## src/rtl/sum_result_collector.sv

```systemverilog
// Consumer for the sum-to-N engine: captures each result with a one-cycle ack,
// queues it in a show-ahead FIFO, and keeps a running grand total and a result count.
module sum_result_collector #(
  parameter int DEPTH = 4,
  parameter int SUM_W = 5,
  parameter int TOT_W = 8
) (
  input  logic                     clk,
  input  logic                     reset,
  input  logic                     sum_valid,
  input  logic [SUM_W-1:0]         sum,
  output logic                     ack,
  input  logic                     rd_en,
  output logic                     rd_valid,
  output logic [SUM_W-1:0]         rd_data,
  output logic                     full,
  output logic [$clog2(DEPTH):0]   level,
  output logic [TOT_W-1:0]         total,
  output logic                     total_ovf,
  output logic [7:0]               n_results
);

  localparam int AW = $clog2(DEPTH);
  localparam int LW = AW + 1;

  typedef enum logic [1:0] {
    S_IDLE,
    S_ACK,
    S_WAIT_LOW
  } state_t;

  state_t           r_state;
  logic             r_ack;
  logic [AW-1:0]    r_head;
  logic [AW-1:0]    r_tail;
  logic [LW-1:0]    r_level;
  logic [TOT_W-1:0] r_total;
  logic             r_total_ovf;
  logic [7:0]       r_n_results;
  logic [SUM_W-1:0] r_mem [DEPTH];

  logic             w_full;
  logic             w_rd_valid;
  logic             w_cap;
  logic             w_pop;
  logic [TOT_W:0]   w_total_sum;

  assign w_full      = (r_level == LW'(DEPTH));
  assign w_rd_valid  = (r_level != '0);
  assign w_cap       = (r_state == S_IDLE) && sum_valid && !w_full;
  assign w_pop       = rd_en && w_rd_valid;
  // Extra top bit catches the carry that makes total_ovf sticky.
  assign w_total_sum = {1'b0, r_total} + {{(TOT_W + 1 - SUM_W){1'b0}}, sum};

  // WAIT_LOW keeps a result that is still being presented from being taken twice.
  always_ff @(posedge clk or posedge reset) begin
    if (reset) begin
      r_state <= S_IDLE;
      r_ack   <= 1'b0;
    end else begin
      r_ack <= 1'b0;
      case (r_state)
        S_IDLE: begin
          if (w_cap) begin
            r_state <= S_ACK;
            r_ack   <= 1'b1;
          end
        end
        S_ACK:      r_state <= S_WAIT_LOW;
        S_WAIT_LOW: if (!sum_valid) r_state <= S_IDLE;
        default:    r_state <= S_IDLE;
      endcase
    end
  end

  always_ff @(posedge clk or posedge reset) begin
    if (reset) begin
      r_head  <= '0;
      r_tail  <= '0;
      r_level <= '0;
    end else begin
      if (w_cap) r_tail <= r_tail + AW'(1);
      if (w_pop) r_head <= r_head + AW'(1);
      case ({w_cap, w_pop})
        2'b10:   r_level <= r_level + LW'(1);
        2'b01:   r_level <= r_level - LW'(1);
        default: r_level <= r_level;
      endcase
    end
  end

  // Storage needs no reset: entries beyond the level count are never shown.
  always_ff @(posedge clk) begin
    if (w_cap) r_mem[r_tail] <= sum;
  end

  always_ff @(posedge clk or posedge reset) begin
    if (reset) begin
      r_total     <= '0;
      r_total_ovf <= 1'b0;
      r_n_results <= '0;
    end else if (w_cap) begin
      r_total     <= w_total_sum[TOT_W-1:0];
      r_n_results <= r_n_results + 8'd1;
      if (w_total_sum[TOT_W]) r_total_ovf <= 1'b1;
    end
  end

  assign ack       = r_ack;
  assign rd_valid  = w_rd_valid;
  assign rd_data   = w_rd_valid ? r_mem[r_head] : '0;
  assign full      = w_full;
  assign level     = r_level;
  assign total     = r_total;
  assign total_ovf = r_total_ovf;
  assign n_results = r_n_results;

endmodule

```

## config.mk

```make
export PLATFORM = sky130hd
export DESIGN_NAME = sum_result_collector
export DESIGN_NICKNAME = d
export VERILOG_FILES = /design/src/rtl/sum_result_collector.sv
export SDC_FILE = /design/constraint.sdc
export NUM_CORES = 1
export LEC_CHECK = 0
export BUFFER_PORTS_ARGS = -buffer_cell sky130_fd_sc_hd__buf_4
export CAP_MARGIN = 30
export CORE_ASPECT_RATIO = 1.5
export CORE_MARGIN = 4
export CORE_UTILIZATION = 50
export CTS_CLUSTER_DIAMETER = 100
export CTS_CLUSTER_SIZE = 25
export DETAILED_ROUTE_END_ITERATION = 10
export GPL_TIMING_DRIVEN = 0
export PLACE_DENSITY_LB_ADDON = 0.2
export SETUP_SLACK_MARGIN = 0.05
export SYNTH_ARGS = -nofsm -noshare
export SYNTH_HDL_FRONTEND = slang
export SYNTH_SLANG_ARGS = --single-unit
```

## constraint.sdc

```tcl
create_clock -name clk -period 2 [get_ports clk]
set_input_delay 0.3 -clock clk [delete_from_list [all_inputs] [get_ports clk]]
set_output_delay 0.3 -clock clk [all_outputs]
set_load 0.01 [all_outputs]
```

Word-level counts from Yosys, hierarchy flattened --
Memory sizes are Yosys's and may differ from the RTL's. Index checks and enable logic that the tools add are counted. Widths: inputs -> output; s select.
Operators by class: $add $sub $neg 6, muxes and demuxes 8, equal/unequal tests 7, reductions and logical operators 9
Operators by type and width (number):
- $add 8x5->9 | 1
- $add 8x1->8 const B | 1
- $pmux 2 s3 | 1
- $pmux 3 s2 | 1
- $mux 5 | 1
- $add 2x1->2 const B | 2
- $eq 2x1->1 const B | 2
- $eq 2x2->1 const B | 2
- $mux 2 | 2
- $ne 2x2->1 const B | 2
- $reduce_and 2->1 | 2
- $add 3x1->3 const B | 1
- $eq 3x3->1 const B | 1
- $logic_and 1x1->1 | 3
- $mux 1 | 3
- $reduce_bool 3->1 | 1
- $sub 3x1->3 const B | 1
- $logic_not 2->1 | 1
- $reduce_bool 2->1 | 1
- $logic_not 1->1 | 1
Storage, ports and cells: memory bits (writable) 20, flip-flop bits (word level) 27, memories 1
Memory list:
- r_mem | words 4, width 5, read ports 1, clocked after Yosys merged registers in 0, write ports 1, line 40 | logic [SUM_W-1:0] r_mem [DEPTH];

Longest topological paths before layout --
Gate-level depths: netlist (run 1).
depth after elaboration 5, depth in mapped cells 10, depth with buffers taken out 8

Worst setup path before layout (run 1) --
Ideal clock, no wire load.
path kind register to register, start register r_level[0] (netlist: level[0]), end register r_level[2] (netlist: level[2]), period minus slack after synthesis 2.371 ns, required time 1.921 ns, stages on the path, launching flop included 11, arrival time 2.292 ns, buffers on the path 2, setup slack -0.371 ns, setup time 0.079 ns, cells stage by stage dfrtp_1 -> nor3b_1 -> or4b_1 -> buf_6 -> buf_2 -> ha_1 -> inv_1 -> fa_1 -> xor2_1 -> nor2_1 -> xor2_1
Between the ends: longest elaborated chain between the ends 5, elaborated cells on any way between the ends 11, classes of those cells 2 x add/sub; 3 x eq/ne; 1 x mux; 5 x reduce/logical
RTL lines:
- start, declared | line 36 | logic [LW-1:0] r_level;
- start signal, assigned | line 85 | 2'b10: r_level <= r_level + LW'(1);
- start signal, assigned | line 86 | 2'b01: r_level <= r_level - LW'(1);
- start signal, assigned | line 87 | default: r_level <= r_level;
- $eq 3x3->1 * | line 48 | assign w_full = (r_level == LW'(DEPTH));
- net full | line 16 | output logic full,
- $logic_not 1->1 * | line 50 | assign w_cap = (r_state == S_IDLE) && sum_valid && !w_full;
- $logic_and 1x1->1 * | line 50
- $eq 2x1->1 / $eq 2x2->1 (equally long branches) | line 84 | case ({w_cap, w_pop})
- $pmux 3 s2 / $reduce_bool 2->1 (equally long branches)
Mark *: on every way through the listed nets, which the timed path passes. The rest lies on a longest branch. A chain may end at the register's enable or synchronous reset.

Worst setup path in the final report (run 1) --
start register r_level[2] (netlist: level[2]), end register r_level[2] (netlist: level[2])
Between the ends: longest elaborated chain between the ends 5, elaborated cells on any way between the ends 11, classes of those cells 2 x add/sub; 3 x eq/ne; 1 x mux; 5 x reduce/logical
RTL lines (line):
- $eq 3x3->1 | 48
- $logic_not 1->1 | 50
- $logic_and 1x1->1 | 50
- $eq 2x1->1 / $eq 2x2->1 (equally long branches) | 84
- $pmux 3 s2 / $reduce_bool 2->1 (equally long branches)
Several ways; a longest one is shown, not always the timed one.

==> metrics.txt, run 1 <==
Final nets=239; area leader, netlist=dfrtp_1; highest metal used=met4; GRT Resource Usage Total=17.27%; Slew Viols, Final=0; final hold vios=0; Final Critical Period=2.129 ns; Die Y=between 80 and 90 um; wl on met1=1.485 mm; initial antenna violation count=0; XOR/XNOR share of the synthesized area=between 6 and 7%; Peak VDD IR=between 0.001 and 0.0015 V; placed wire-length estimate=3.103 mm; # H-tree levels=2; CTS tree=yes; maximum buffer depth of the clock tree=2; syn nets=185; Setup Skew=around 0.0081 ns; routed vias=1387; CP endpoint kind=register; root buf cell=clkbuf_8; worst-case reg-to-reg path depth=10; DR WL met3=228 um; first-pass GRT wire length=6.879 mm; die footprint=between 5000 and 6000 um2; f_max=469.6 MHz; Area contributors post-synth=dfrtp_1, edfxtp_1, ha_1, mux4_2, xnor2_1; Critical-path top delay cell=or4b_1; Largest stage delay, worst path=approximately 0.48 ns; io pins=37; Worst-Skew Late Latency=0.30 ns; P_int=between 2000 and 3000 uW; Placer Congestion=around 0.70; hold_ws=0.2175 ns; area share of the largest cell type after synthesis=31.14%; clk slew on worst S/H paths=0.08 ns; met2 wire len=roughly 2.4 mm; share of cells above drive strength 1=39.45%; Final Instance Area=2855 um2; Clk pwr share=15.8%; #FFs+latches synth=47; WHS Path Cells=1; failing checks=negative setup slack; Critical Path Fanout Max=2; Initial Utilization=51.55%; Simple-Gate Fraction of Synth Area=11.48%; GR Overflow Total=0; Area growth, synth to finish=31.60%; die width=61.79 um; critical path depth=10; period utilisation layout=106.5%; Cells after Synth=163; Worst slew margin=76.12%; wire per inst=15.86 um; Compound-Gate Fraction of Synth Area=5.017%; Critical Path RT=2.18 ns; Most Frequent Cell on Critical Path=xor2_1; Startpoint Class=register; CP arrival=2.31 ns; combinational power share=47.8%; routed wire length=between 4 and 5 mm; Power, Total=4482 uW; worst hold path class=primary input to register; Yosys warning total=0; Final Setup Violations=23; post-synthesis mux area share=roughly 6%; # clock sinks=47; ys flop type=dfrtp_1; CP Class=register to register; Sw Ratio=34.13%; Detailed Routing Iterations Pass 1=5; remaining antenna violation count=0; Avg Synthesized Cell Area=13.31 um2; n_diodes=0; TritonCTS Buffers=5; Rows=29; Synth Cell Area=2170 um2; unrepaired setup endpoints after global routing=true; actual transition at the worst max-transition pin=0.3578 ns; crit-path cells=nor3b_4, or4b_1, buf_6, buf_8, ha_4, inv_2, fa_2, xor2_1, nor2_1, xor2_1; Cell Pwr Density=around 1600 nW/um2; Max-Cap Viols=0; vias in the first global route=between 1.5k and 2k; Leak=0.001282 uW; # DRC=0; Flop pwr share=36.4%; drt first-iter violations=34; Via density=5.254; Post-synth ARST share=57.45%; Placed Area=roughly 2600 um2; setup ws final=-0.1295 ns; Core Region=4209 um2; Placed Cells incl. Taps=246; Critical path buffers and inverters=3; Synth cell types=35; status=finished with violations; largest net degree at the start of global routing=22; I/O Buffers=36; Cell Count, Final, Fillers Out=264; sw power=1530 uW; sequential fraction of the synthesis area=58.82%; delay-heaviest family, CP=simple AND/OR/NAND/NOR gates; Adder-Cell Fraction of Synth Area=8.189%; EDFF count, synth=20; largest family of logic cells by synthesized area=simple AND/OR/NAND/NOR gates
## synthesized netlist by cell type (2+ instances only)
master	instances
clkbuf_1	2
xor2_1	7
fa_1	2
o21ai_0	8
nor2_1	6
dfrtp_1	27
edfxtp_1	20
a211oi_1	3
xnor2_1	10
mux2i_1	2
nand4_1	3
ha_1	11
nand2_1	17
inv_1	10
mux4_2	5
and2_1	10
a21o_1	2
## power by group through the flow
stage / registers [uW] / logic (uW) / clock network, uW
CTS: 1610 / 1990 / 730
finish: 1630 / 2140 / 709
global placement: 1570 / 1830 / 0
detailed placement: 1600 / 1890 / 0
global route: 1690 / 2360 / 780
floorplan: 1630 / 1140 / 0
## logic make-up after synthesis
| logic type | after synthesis |
|---|---|
| flip-flops | 47 |
| AND/OR/NAND/NOR | 45 |
| AO/OA/AOI/OAI | 17 |
| XOR/XNOR | 17 |
| buffers and inverters | 17 |
| adder cells (fa/ha/maj) | 13 |
| multiplexers | 7 |
## area by class of cell
cell class	instances	area, um2
fill	305	1354
sequential	47	1279
multi-input combinational	99	887.1
timing repair buffer	50	427.9
clock buffer	6	82.58
tap	46	57.56
inverter	11	48.80
buffer	3	37.54
clock inverter	2	35.03
## layout by cell type, fill, tap and decap left out, drive strengths merged
| master | count |
|---|---|
| a211oi | 3 |
| a21o | 2 |
| and2 | 10 |
| and3 | 1 |
| and4 | 1 |
| buf | 52 |
| bufinv | 1 |
| clkbuf | 6 |
| clkinv | 1 |
| dfrtp | 27 |
| dlygate4sd3 | 1 |
| edfxtp | 20 |
| fa | 2 |
| ha | 11 |
| inv | 11 |
| mux2i | 2 |
| mux4 | 5 |
| nand2 | 17 |
| nand3b | 1 |
| nand4 | 3 |
| nor2 | 6 |
| nor2b | 1 |
| nor3 | 1 |
| nor3b | 1 |
| nor4b | 1 |
| o211ai | 1 |
| o21a | 1 |
| o21ai | 8 |
| o21bai | 1 |
| o31a | 1 |
| or3 | 1 |
| or4b | 1 |
| xnor2 | 10 |
| xor2 | 7 |
## per-layer routing
layer  vias to the layer above  track usage [%]
met5                         -                0
met4                         0            7.915
met3                         6            4.672
met2                        35            30.79
met1                       680            18.22
li1                        666                -
## path summary, 6_finish.rpt
| kind | from | endpoint | slack [ns] |
|---|---|---|---|
| setup / recovery | level[2]$_DFFE_PP0P_ | level[2]$_DFFE_PP0P_ | -0.13 |
| hold / removal | sum[4] | r_mem[2][4]$_DFFE_PP_ | 0.22 |
| setup reg to reg | level[2]$_DFFE_PP0P_ | level[2]$_DFFE_PP0P_ | -0.13 |
| hold reg to reg | n_results[7]$_DFFE_PP0P_ | n_results[7]$_DFFE_PP0P_ | 0.47 |
| max in group asynchronous | reset | total[4]$_DFFE_PP0P_ | 1.05 |
| min in group asynchronous | reset | r_state[1]$_DFFE_PP0P_ | 0.52 |
## metrics by stage
stage / setup slack (ns) / setup TNS (ns) / util, %
2_1_floorplan: -0.2383 / -0.5119 / -
3_3_place_gp: -0.2541 / -2.130 / 60.43
3_5_place_dp: -0.2802 / -2.406 / 61.09
4_1_cts: -0.1200 / -0.2133 / 65.99
5_1_grt: -0.2109 / -2.287 / 67.84
6_report: -0.1295 / -0.9191 / 67.84
## state kept, by name (all words and copies together), names as in the netlist
name	count
ack	1
level	3
n_results	8
r_head	2
r_mem	20
r_state	2
r_tail	2
total	8
total_ovf	1
## timing repair
item / CTS / global route
gates resized for setup: 8 / 17
endpoints found under the setup margin: 27 / 30
pin swaps: 8 / 8
hold buffers: 1 / 0
buffers inserted: 8 / 4
endpoints found under the hold margin: 6 / 0
(Power assumes the default switching activity.)
==> inputs of run 2 (changes only) <==
Settings changed: CORE_UTILIZATION 50 to 34.
==> metrics.txt, run 2 (synthesis results as in run 1) <==
status=finished with violations; failing checks=negative setup slack; Core Region=6175 um2 (+47%); Critical-path top delay cell=or4b_4; Die Y=105.8 um (+19%); Worst-Skew Late Latency=0.30 ns (about the same); f_max=488.9 MHz (+4.1%); Largest stage delay, worst path=0.50 ns (+0.02 ns); # H-tree levels=2 (unchanged); TritonCTS Buffers=5 (unchanged); delay-heaviest family, CP=simple AND/OR/NAND/NOR gates; I/O Buffers=36 (unchanged); die width=73.23 um (+19%); first-pass GRT wire length=7.279 mm (+5.8%); Area growth, synth to finish=30.45%; Worst slew margin=58.73% (-17 points); Cell Pwr Density=1562 nW/um2 (-0.51%); GR Overflow Total=0 (unchanged); Most flops, register=r_mem; period utilisation layout=102.3% (-4.2 points); maximum buffer depth of the clock tree=2 (unchanged); Sw Ratio=33.61% (-0.52 points); hold_ws=0.07198 ns (-0.1456 ns); Final nets=236 (-1.3%); # DRC=0 (unchanged); share of cells above drive strength 1=36.28% (-3.2 points); Placed Area=2606 um2 (+1.4%); Startpoint Class=register; setup ws final=-0.04523 ns (+0.08425 ns); worst hold path class=primary input to async pin; Slew Viols, Final=0 (unchanged); GRT Resource Usage Total=11.97% (-5.3 points); die footprint=7750 um2 (+41%); routed vias=1337 (-3.6%); Max-Cap Viols=0 (unchanged); placed wire-length estimate=3.115 mm (+0.41%); Final Critical Period=2.045 ns (-0.08425 ns); vias in the first global route=1455 (-5.3%); routed wire length=4.018 mm (-4.1%); Placer Congestion=0.7094 (+1.3%); Peak VDD IR=0.0007598 V (-31%); initial antenna violation count=0 (unchanged); most frequent cells in the layout=buf_4, dfrtp_1, edfxtp_1; largest net degree at the start of global routing=16 (-27%); # clock sinks=47 (unchanged); commonest non-fill, non-tap cell in the layout=buf_4; actual transition at the worst max-transition pin=0.6184 ns (+0.2606 ns); sw power=1486 uW (-2.9%); wire per inst=13.90 um (-12%); Critical Path RT=2.19 ns (about the same); Critical Path Fanout Max=2 (unchanged); CP endpoint kind=register; drt first-iter violations=47 (+38%); n_diodes=0 (unchanged); clk slew on worst S/H paths=0.09 ns (about the same); remaining antenna violation count=0 (unchanged); Cell Count, Final, Fillers Out=289 (+9.5%); Placed Cells incl. Taps=274 (+11%); Critical path buffers and inverters=2 (-1); P_int=2935 uW (-0.60%); crit-path cells=nor3b_4, or4b_4, buf_8, ha_4, inv_2, fa_2, xor2_1, nor2_1, xor2_1; Clk pwr share=18.5% (+2.7 points); Initial Utilization=35.14% (-16 points); unrepaired setup endpoints after global routing=true; CP Class=register to register; Detailed Routing Iterations Pass 1=4 (-1); Setup Skew=0.006293 ns (-0.001775 ns); max reg flops=20 (unchanged); io pins=37 (unchanged); CP arrival=2.23 ns (-0.08 ns); Rows=35 (+21%); Leak=0.001234 uW (-3.7%); Final Instance Area=2830 um2 (-0.88%); Via density=4.626 (-12%); final hold vios=0 (unchanged); CTS tree=yes; Most Frequent Cell on Critical Path=xor2_1; Setup WS pre-CTS=-0.3003 ns (-0.02009 ns); combinational power share=45.2% (-2.6 points); Flop pwr share=36.4% (about the same); Final Setup Violations=2 (-91%); root buf cell=clkbuf_8
-- run 2: cell count changes in the layout (fill, tap and decap cells not counted), moves of 4 or more --
| cell | change |
|---|---|
| buf_6 | -7 |
| and2_1 | +4 |
| and2_4 | -5 |
| buf_4 | +4 |
-- run 2: per-stage QoR --
| stage | power, uW | setup TNS, ns | util [%] |
|---|---|---|---|
| detailed placement | 3489 | -2.692 | 42.21 |
| finish | 4420 | -0.07872 | 45.84 |
| CTS | 4439 | -0.2535 | 45.51 |
| floorplan | 2771 | -0.5119 | - |
| global route | 4779 | -0.2180 | 45.84 |
| global placement | 3448 | -3.602 | 41.76 |
-- run 2: power by group through the flow --
stage | logic (uW) | registers, uW | clock network [uW]
after floorplan | 1140 | 1630 | 0
after global placement | 1850 | 1600 | 0
after detailed placement | 1890 | 1600 | 0
after CTS | 1980 | 1610 | 841
after global routing | 2230 | 1660 | 884
final | 2000 | 1610 | 817
-- run 2: path summary, 6_finish.rpt --
kind	startpoint	endpoint	slack, ns	cells after the start
min in group clk	sum[4]	r_mem[1][4]$_DFFE_PP_	0.21	1
min reg2reg	n_results[7]$_DFFE_PP0P_	n_results[7]$_DFFE_PP0P_	0.48	1
min	reset	total[0]$_DFFE_PP0P_	0.07	2
max in group asynchronous	reset	n_results[5]$_DFFE_PP0P_	1.44	3
max	level[2]$_DFFE_PP0P_	level[2]$_DFFE_PP0P_	-0.05	9
max reg2reg	level[2]$_DFFE_PP0P_	level[2]$_DFFE_PP0P_	-0.05	9
-- run 2: what timing repair did --
| action | in CTS | in global routing |
|---|---|---|
| hold buffers | 0 | 0 |
| cloned | 0 | 0 |
| setup endpoints to repair | 27 | 31 |
| gates resized for setup | 6 | 5 |
| pin swaps | 7 | 4 |
| buffers inserted | 8 | 2 |
-- run 2: per-layer routing --
metal	share of wire [%]	GRT usage, %
met1	40	15.32
met2	52	19.53
met3	5.8	2.863
met4	1.5	3.958
met5	0	0
-- run 2: cell type report --
| cell class | instances | area [um2] |
|---|---|---|
| inverter | 11 | 46.29 |
| clock buffer | 5 | 68.82 |
| fill | 583 | 3344 |
| sequential | 47 | 1279 |
| tap | 74 | 92.59 |
| clock inverter | 3 | 67.56 |
| multi-input combinational | 99 | 865.8 |
| buffer | 3 | 30.03 |
| timing repair buffer | 47 | 380.4 |
